[src/rtl/rst_seq_pkg.sv]
// Shared types for the reset sequencer: FSM state encoding and reset-cause codes.
package rst_seq_pkg;

  typedef enum logic [1:0] {
    ST_SYNC    = 2'd0,
    ST_HOLD    = 2'd1,
    ST_RELEASE = 2'd2,
    ST_RUN     = 2'd3
  } state_e;

  typedef logic [1:0] cause_t;

  localparam cause_t CAUSE_EXT  = 2'b00;
  localparam cause_t CAUSE_SOFT = 2'b01;
  localparam cause_t CAUSE_TRAP = 2'b10;

endpackage

[src/rtl/rst_sequencer_if.sv]
// Request/status bundle between the reset sequencer (slave) and its requester/consumer (master).
interface rst_sequencer_if #(
  parameter int unsigned N_DOM = 3
);
  import rst_seq_pkg::*;

  logic             soft_rst_req;
  logic             trap;
  logic [N_DOM-1:0] rst_out;
  logic             rst_done;
  logic             busy;
  cause_t           rst_cause;

  modport master (
    output soft_rst_req, trap,
    input  rst_out, rst_done, busy, rst_cause
  );

  modport slave (
    input  soft_rst_req, trap,
    output rst_out, rst_done, busy, rst_cause
  );

endinterface

[src/rtl/rst_sync.sv]
// Async-assert, sync-deassert shift register; shifts in 1s once the board reset is released.
module rst_sync #(
  parameter int unsigned SYNC_STAGES = 2
) (
  input  logic clk,
  input  logic reset,
  output logic sync_o,
  output logic sync_pre_o
);

  logic [SYNC_STAGES-1:0] sync_q;

  always_ff @(posedge clk or posedge reset) begin
    if (reset) sync_q <= '0;
    else       sync_q <= {sync_q[SYNC_STAGES-2:0], 1'b1};
  end

  // sync_pre_o is the value the last stage loads on the coming edge
  assign sync_o     = sync_q[SYNC_STAGES-1];
  assign sync_pre_o = sync_q[SYNC_STAGES-2];

endmodule

[src/rtl/rst_sequencer.sv]
// Reset manager: synchronises board reset release, then frees N_DOM domains in order after
// a hold delay with a fixed stagger; re-enters reset on soft request or CPU trap.
module rst_sequencer
  import rst_seq_pkg::*;
#(
  parameter int unsigned N_DOM        = 3,
  parameter int unsigned CNT_W        = 16,
  parameter int unsigned HOLD_CYCLES  = 65535,
  parameter int unsigned STAGE_CYCLES = 256,
  parameter int unsigned SYNC_STAGES  = 2,
  parameter int unsigned TRAP_RST     = 1
) (
  input  logic           clk,
  input  logic           reset,
  rst_sequencer_if.slave bus
);

  localparam int unsigned      STG_W      = $clog2(N_DOM) + 1;
  localparam logic [CNT_W-1:0] HOLD_LAST  = CNT_W'(HOLD_CYCLES - 1);
  localparam logic [CNT_W-1:0] STAGE_LAST = CNT_W'(STAGE_CYCLES - 1);

  state_e           state_q, state_d;
  logic [CNT_W-1:0] cnt_q, cnt_d;
  logic [STG_W-1:0] stg_q, stg_d;
  logic [N_DOM-1:0] rst_out_q, rst_out_d;
  logic             done_q, done_d;
  logic             busy_q, busy_d;
  cause_t           cause_q, cause_d;

  logic soft_q, soft_dly_q, trap_q, trap_dly_q;
  logic sync_out, sync_pre;
  logic soft_take, trap_take, rerst, last_stage;

  rst_sync #(.SYNC_STAGES(SYNC_STAGES)) u_sync (
    .clk        (clk),
    .reset      (reset),
    .sync_o     (sync_out),
    .sync_pre_o (sync_pre)
  );

  // Edge detectors run in every state so a held level never re-fires after a re-reset
  always_ff @(posedge clk or posedge reset) begin
    if (reset) begin
      soft_q     <= 1'b0;
      soft_dly_q <= 1'b0;
      trap_q     <= 1'b0;
      trap_dly_q <= 1'b0;
    end else begin
      soft_q     <= bus.soft_rst_req;
      soft_dly_q <= soft_q;
      trap_q     <= bus.trap;
      trap_dly_q <= trap_q;
    end
  end

  assign soft_take  = soft_q && !soft_dly_q && (state_q != ST_SYNC);
  assign trap_take  = (TRAP_RST != 0) && trap_q && !trap_dly_q && (state_q == ST_RUN);
  assign rerst      = soft_take || trap_take;
  assign last_stage = (stg_q == STG_W'(N_DOM - 1));

  always_ff @(posedge clk or posedge reset) begin
    if (reset) state_q <= ST_SYNC;
    else       state_q <= state_d;
  end

  always_comb begin
    state_d = state_q;
    case (state_q)
      ST_SYNC:    if (sync_pre || sync_out) state_d = ST_HOLD;
      ST_HOLD: begin
        if (rerst)                   state_d = ST_HOLD;
        else if (cnt_q == HOLD_LAST) state_d = (N_DOM == 1) ? ST_RUN : ST_RELEASE;
      end
      ST_RELEASE: begin
        if (rerst)                                  state_d = ST_HOLD;
        else if (cnt_q == STAGE_LAST && last_stage) state_d = ST_RUN;
      end
      ST_RUN:     if (rerst) state_d = ST_HOLD;
      default:    state_d = ST_SYNC;
    endcase
  end

  always_comb begin
    cnt_d     = cnt_q;
    stg_d     = stg_q;
    rst_out_d = rst_out_q;
    done_d    = done_q;
    cause_d   = cause_q;
    busy_d    = (state_d != ST_RUN);
    if (rerst) begin
      cnt_d     = '0;
      stg_d     = '0;
      rst_out_d = '1;
      done_d    = 1'b0;
      cause_d   = trap_take ? CAUSE_TRAP : CAUSE_SOFT;
    end else begin
      case (state_q)
        ST_SYNC: cnt_d = '0;
        ST_HOLD: begin
          if (cnt_q == HOLD_LAST) begin
            rst_out_d[0] = 1'b0;
            stg_d        = STG_W'(1);
            cnt_d        = '0;
            done_d       = (N_DOM == 1);
          end else begin
            cnt_d = cnt_q + CNT_W'(1);
          end
        end
        ST_RELEASE: begin
          if (cnt_q == STAGE_LAST) begin
            for (int unsigned k = 0; k < N_DOM; k++) begin
              if (stg_q == STG_W'(k)) rst_out_d[k] = 1'b0;
            end
            stg_d  = stg_q + STG_W'(1);
            cnt_d  = '0;
            done_d = last_stage;
          end else begin
            cnt_d = cnt_q + CNT_W'(1);
          end
        end
        default: ;
      endcase
    end
  end

  always_ff @(posedge clk or posedge reset) begin
    if (reset) begin
      cnt_q     <= '0;
      stg_q     <= '0;
      rst_out_q <= '1;
      done_q    <= 1'b0;
      busy_q    <= 1'b1;
      cause_q   <= CAUSE_EXT;
    end else begin
      cnt_q     <= cnt_d;
      stg_q     <= stg_d;
      rst_out_q <= rst_out_d;
      done_q    <= done_d;
      busy_q    <= busy_d;
      cause_q   <= cause_d;
    end
  end

  assign bus.rst_out   = rst_out_q;
  assign bus.rst_done  = done_q;
  assign bus.busy      = busy_q;
  assign bus.rst_cause = cause_q;

endmodule

[src/flat_wrapper.sv]
// flat-port wrapper written by rule: the top's interface ports become plain ports
module rst_sequencer_flat import rst_seq_pkg::*;
#(
  parameter int unsigned N_DOM        = 3,
  parameter int unsigned CNT_W        = 16,
  parameter int unsigned HOLD_CYCLES  = 65535,
  parameter int unsigned STAGE_CYCLES = 256,
  parameter int unsigned SYNC_STAGES  = 2,
  parameter int unsigned TRAP_RST     = 1
)
  (clk, reset, bus_soft_rst_req, bus_trap, bus_rst_out, bus_rst_done, bus_busy, bus_rst_cause);
  rst_sequencer_if #(.N_DOM(N_DOM)) bus_i ();
  input  logic clk;
  input  logic reset;
  input wire logic [$bits(bus_i.soft_rst_req)-1:0] bus_soft_rst_req;
  input wire logic [$bits(bus_i.trap)-1:0] bus_trap;
  output wire logic [$bits(bus_i.rst_out)-1:0] bus_rst_out;
  output wire logic [$bits(bus_i.rst_done)-1:0] bus_rst_done;
  output wire logic [$bits(bus_i.busy)-1:0] bus_busy;
  output wire logic [$bits(bus_i.rst_cause)-1:0] bus_rst_cause;
  assign bus_i.soft_rst_req = bus_soft_rst_req;
  assign bus_i.trap = bus_trap;
  assign bus_rst_out = bus_i.rst_out;
  assign bus_rst_done = bus_i.rst_done;
  assign bus_busy = bus_i.busy;
  assign bus_rst_cause = bus_i.rst_cause;
  rst_sequencer #(.N_DOM(N_DOM), .CNT_W(CNT_W), .HOLD_CYCLES(HOLD_CYCLES), .STAGE_CYCLES(STAGE_CYCLES), .SYNC_STAGES(SYNC_STAGES), .TRAP_RST(TRAP_RST)) u_core (.clk(clk), .reset(reset), .bus(bus_i));
endmodule
[config.mk]
export PLATFORM = sky130hd
export DESIGN_NAME = rst_sequencer_flat
export DESIGN_NICKNAME = d
export VERILOG_FILES = /design/src/rtl/rst_seq_pkg.sv /design/src/rtl/rst_sequencer_if.sv /design/src/rtl/rst_sync.sv /design/src/rtl/rst_sequencer.sv /design/src/flat_wrapper.sv
export SDC_FILE = /design/constraint.sdc
export NUM_CORES = 1
export LEC_CHECK = 0
export CORE_UTILIZATION = 60
export CTS_BUF_LIST = sky130_fd_sc_hd__clkbuf_2
export DETAILED_ROUTE_END_ITERATION = 16
export PLACE_DENSITY_LB_ADDON = 0.3
export SYNTH_ARGS = -nofsm -noshare
export SYNTH_HDL_FRONTEND = slang
export SYNTH_SLANG_ARGS = --single-unit
[constraint.sdc]
create_clock -name clk -period 2.9 [get_ports clk]
set_clock_uncertainty 0.15 [all_clocks]
set_input_delay 0.58 -clock clk [delete_from_list [all_inputs] [get_ports clk]]
set_output_delay 0.58 -clock clk [all_outputs]
set_load 0.02 [all_outputs]
==> results.py <==
metrics = {
    "status": {
        "outcome": "finished clean",
    },
    "sta": {
        "fin_crit_sh_pct": 85.3,
        "drv_slew": 0,
        "rsz0062_at_grt": "false",
        "relSlewSlack_pct": 65.8,
        "layout_min_cycle_time_ns": 2.47,
        "hold_viol": 0,
        "worst_pin_slew_ns": 0.513,
        "fin_setup_tns_ns": 0,
        "setup-violations-final": 0,
        "fmax_ghz": 0.404,
    },
    "drt": {
        "ant_nets": 0,
        "avgRoutedWirePerCell_um": 15.6,
        "met3_length_um": 181,
        "wl_met2_mm": 1.79,
        "drt-initial-drc-count": 104,
        "routed_wl_mm": 3.52,
        "top_layer": "met4",
        "drc": 0,
        "viasPerCell": 6.13,
        "drt_pass1_iterations": 4,
        "vias": 1385,
        "met1Wirelength_mm": 1.50,
    },
    "setup_path": {
        "startpoint": "u_core.state_q[0]$_DFF_PP0_",
        "cpPeakStageDelay_ns": 0.46,
        "critPathTopFamily": "simple AND/OR/NAND/NOR gates",
        "crit_top_cell": "nor2_1",
        "path_max_fanout": 11,
        "crit_cells": 7,
        "crit_path_cell_trace": "inv_1, ha_1, nor2_1, and4_1, nor4_1, xnor2_1, nor2_1",
        "cp-start-kind": "flop",
        "regToRegSetupSlack_ns": 0.43,
        "r2r-end": "u_core.cnt_q[9]$_DFFE_PP0P_",
        "required_ns": 3.03,
        "rr_worst_depth": 7,
        "arrival_ns": 2.60,
        "cp-end-kind": "flop",
        "reg2reg_from": "u_core.state_q[0]$_DFF_PP0_",
        "critical_path_class": "reg -> reg",
        "critPathBufInv": 1,
        "crit_path_top_delay_cell": "dfrtp_1",
    },
    "synthesis": {
        "yosys.area.top_type": "dfrtp_1",
        "synth_top_area_share_pct": 41.0,
        "synth_warnings": 0,
        "synth-seq-cells": 34,
        "avgSynthCellArea_um2": 10.2,
        "syn_nets": 193,
        "synth_area_leaders": "dfrtp_1, ha_1, dfstp_2, nor2_1, xnor2_1",
        "synthDistinctLibCells": 44,
        "ys_seq_area_share_pct": 46.7,
        "netlist_instances": 179,
        "synth_area_mm2": 0.00183,
    },
    "clock_tree": {
        "clk_pin_slew_ns": 0.18,
        "cts_buffer_depth": 2,
        "cts_setup_buffers": 0,
        "cts.sinks": 34,
        "ctsHoldBuffers": 0,
        "cts_buffers": 5,
        "cts.root.buffer_cell": "clkbuf_2",
        "worstSkewPairLatency_ns": 0.39,
        "cts_resized": 0,
        "cts_tree": "built",
        "cts_max_level": 2,
    },
    "final_layout": {
        "antenna_cells": 0,
        "final_util_pct": 71.7,
        "layout_commonest_cell": "dfrtp_1",
        "syn2layout_area_growth_pct": 10.7,
        "fin_cells": 226,
        "fin_nets": 208,
        "mostFrequentLayoutCells": "dfrtp_1, nor2_1, nand2_1, ha_1, clkdlybuf4s50_1",
        "drive_above_1_share_pct": 13.8,
    },
    "hold_path": {
        "hold_class": "reg -> reg",
        "whs_path_depth": 0,
        "hold_start": "u_core.u_sync.sync_q[0]$_DFF_PP0_",
        "min_to": "u_core.u_sync.sync_q[1]$_DFF_PP0_",
    },
    "floorplanning": {
        "num_io_pins": 11,
        "num_rows": 19,
        "die-area_mm2": 0.00328,
        "dieHeight_um": 57.3,
        "die_w_um": 57.3,
        "initial_core_util_pct": 64.8,
        "fp.coreArea_mm2": 0.00283,
    },
    "global_routing": {
        "track_usage_pct": 24.9,
        "grt_pass1_vias": 1384,
        "grt_pass1_wl_mm": 6.14,
        "grt_max_degree": 35,
        "grt_overflow_total": 0,
        "grt_antenna_before_repair": 0,
    },
    "power_and_ir_drop": {
        "p_leak_uw": 0.000888,
        "p_per_area_mw_per_mm2": 618,
        "ir_drop_mv": 0.518,
        "p_total_uw": 1250,
    },
    "placed_design": {
        "globalplace.congestion": 0.831,
        "hpwl_mm": 2.57,
        "dp.cells": 218,
        "portBuffers": 10,
    },
    "flow_run": {
        "max_cap_viol_count": 0,
    },
}
## flip-flops by register name (all words and copies together), names as in the netlist
register / flops
u_core.bus.rst_done: 1
u_core.soft_q: 1
u_core.bus.busy: 1
u_core.soft_dly_q: 1
u_core.bus.rst_cause: 2
u_core.stg_q: 3
u_core.u_sync.sync_q: 2
u_core.trap_dly_q: 1
u_core.cnt_q: 16
u_core.bus.rst_out: 3
u_core.trap_q: 1
u_core.state_q: 2
## worst max-delay path by stage
stage	end	slack [ns]
floorplan	u_core.stg_q[2]$_DFFE_PP0P_	0.81
global placement	u_core.cnt_q[11]$_DFFE_PP0P_	0.57
detailed placement	u_core.cnt_q[9]$_DFFE_PP0P_	0.45
CTS	u_core.cnt_q[9]$_DFFE_PP0P_	0.43
global route	u_core.cnt_q[9]$_DFFE_PP0P_	0.23
finish	u_core.cnt_q[9]$_DFFE_PP0P_	0.43
## per-stage QoR
step | hold WS, ns | worst slack (ns) | cell area (µm²)
2_1_floorplan | 0.205 | 0.806 | 1830
3_3_place_gp | 0.218 | 0.568 | 1960
3_5_place_dp | 0.221 | 0.452 | 1960
4_1_cts | 0.255 | 0.428 | 2030
5_1_grt | 0.270 | 0.234 | 2030
6_report | 0.251 | 0.425 | 2030
## logic make-up after synthesis
kind of cell	count (synthesis)	share of synthesized area, %
AO/OA/AOI/OAI	26	12.4
XOR/XNOR	12	5.73
adder cells (fa/ha/maj)	10	6.83
buffers and inverters	12	2.87
flip-flops	34	46.7
other	1	0.205
AND/OR/NAND/NOR	84	25.3
## synthesized netlist by cell type, drive strengths merged
| master | count |
|---|---|
| a221oi | 1 |
| nor2 | 25 |
| nand4 | 7 |
| inv | 8 |
| nor3 | 7 |
| nand2 | 15 |
| nor3b | 1 |
| a32o | 1 |
| a21oi | 3 |
| xor2 | 5 |
| nor4 | 4 |
| or3b | 1 |
| dfstp | 4 |
| a41oi | 1 |
| nand3b | 2 |
| nand2b | 2 |
| a31oi | 1 |
| dfrtp | 30 |
| nand4b | 1 |
| a22o | 3 |
| conb | 1 |
| or2 | 1 |
| buf | 2 |
| o211ai | 1 |
| ha | 10 |
| nor2b | 1 |
| or4bb | 1 |
| and4 | 1 |
| a21o | 3 |
| a211oi | 1 |
| clkbuf | 2 |
| nand3 | 9 |
| o21ai | 8 |
| nor4b | 1 |
| xnor2 | 7 |
| or4 | 3 |
| o41ai | 2 |
| and3b | 2 |
| a221o | 1 |
## where the power goes
| group | total [µW] | switching, µW | internal (µW) |
|---|---|---|---|
| combinational | 389 | 250 | 139 |
| clock | 310 | 156 | 154 |
| sequential | 555 | 39.2 | 516 |
| total | 1250 | 445 | 809 |
## cell type report
class,count,area (µm²)
multi-input cells,133,925
flip-flops and latches,34,856
clock buffers,7,35.0
fillers,209,800
well taps,31,38.8
inverters,8,30.0
clock inverters,1,30.0
repair buffers,12,115
## metal layers
metal / vias up / GRT usage, %
met4: 0 / 10.5
met2: 46 / 39.2
met5: - / 0
met3: 8 / 7.48
li1: 670 / -
met1: 661 / 32.2
Note: power is estimated with default switching activity, not from simulation.
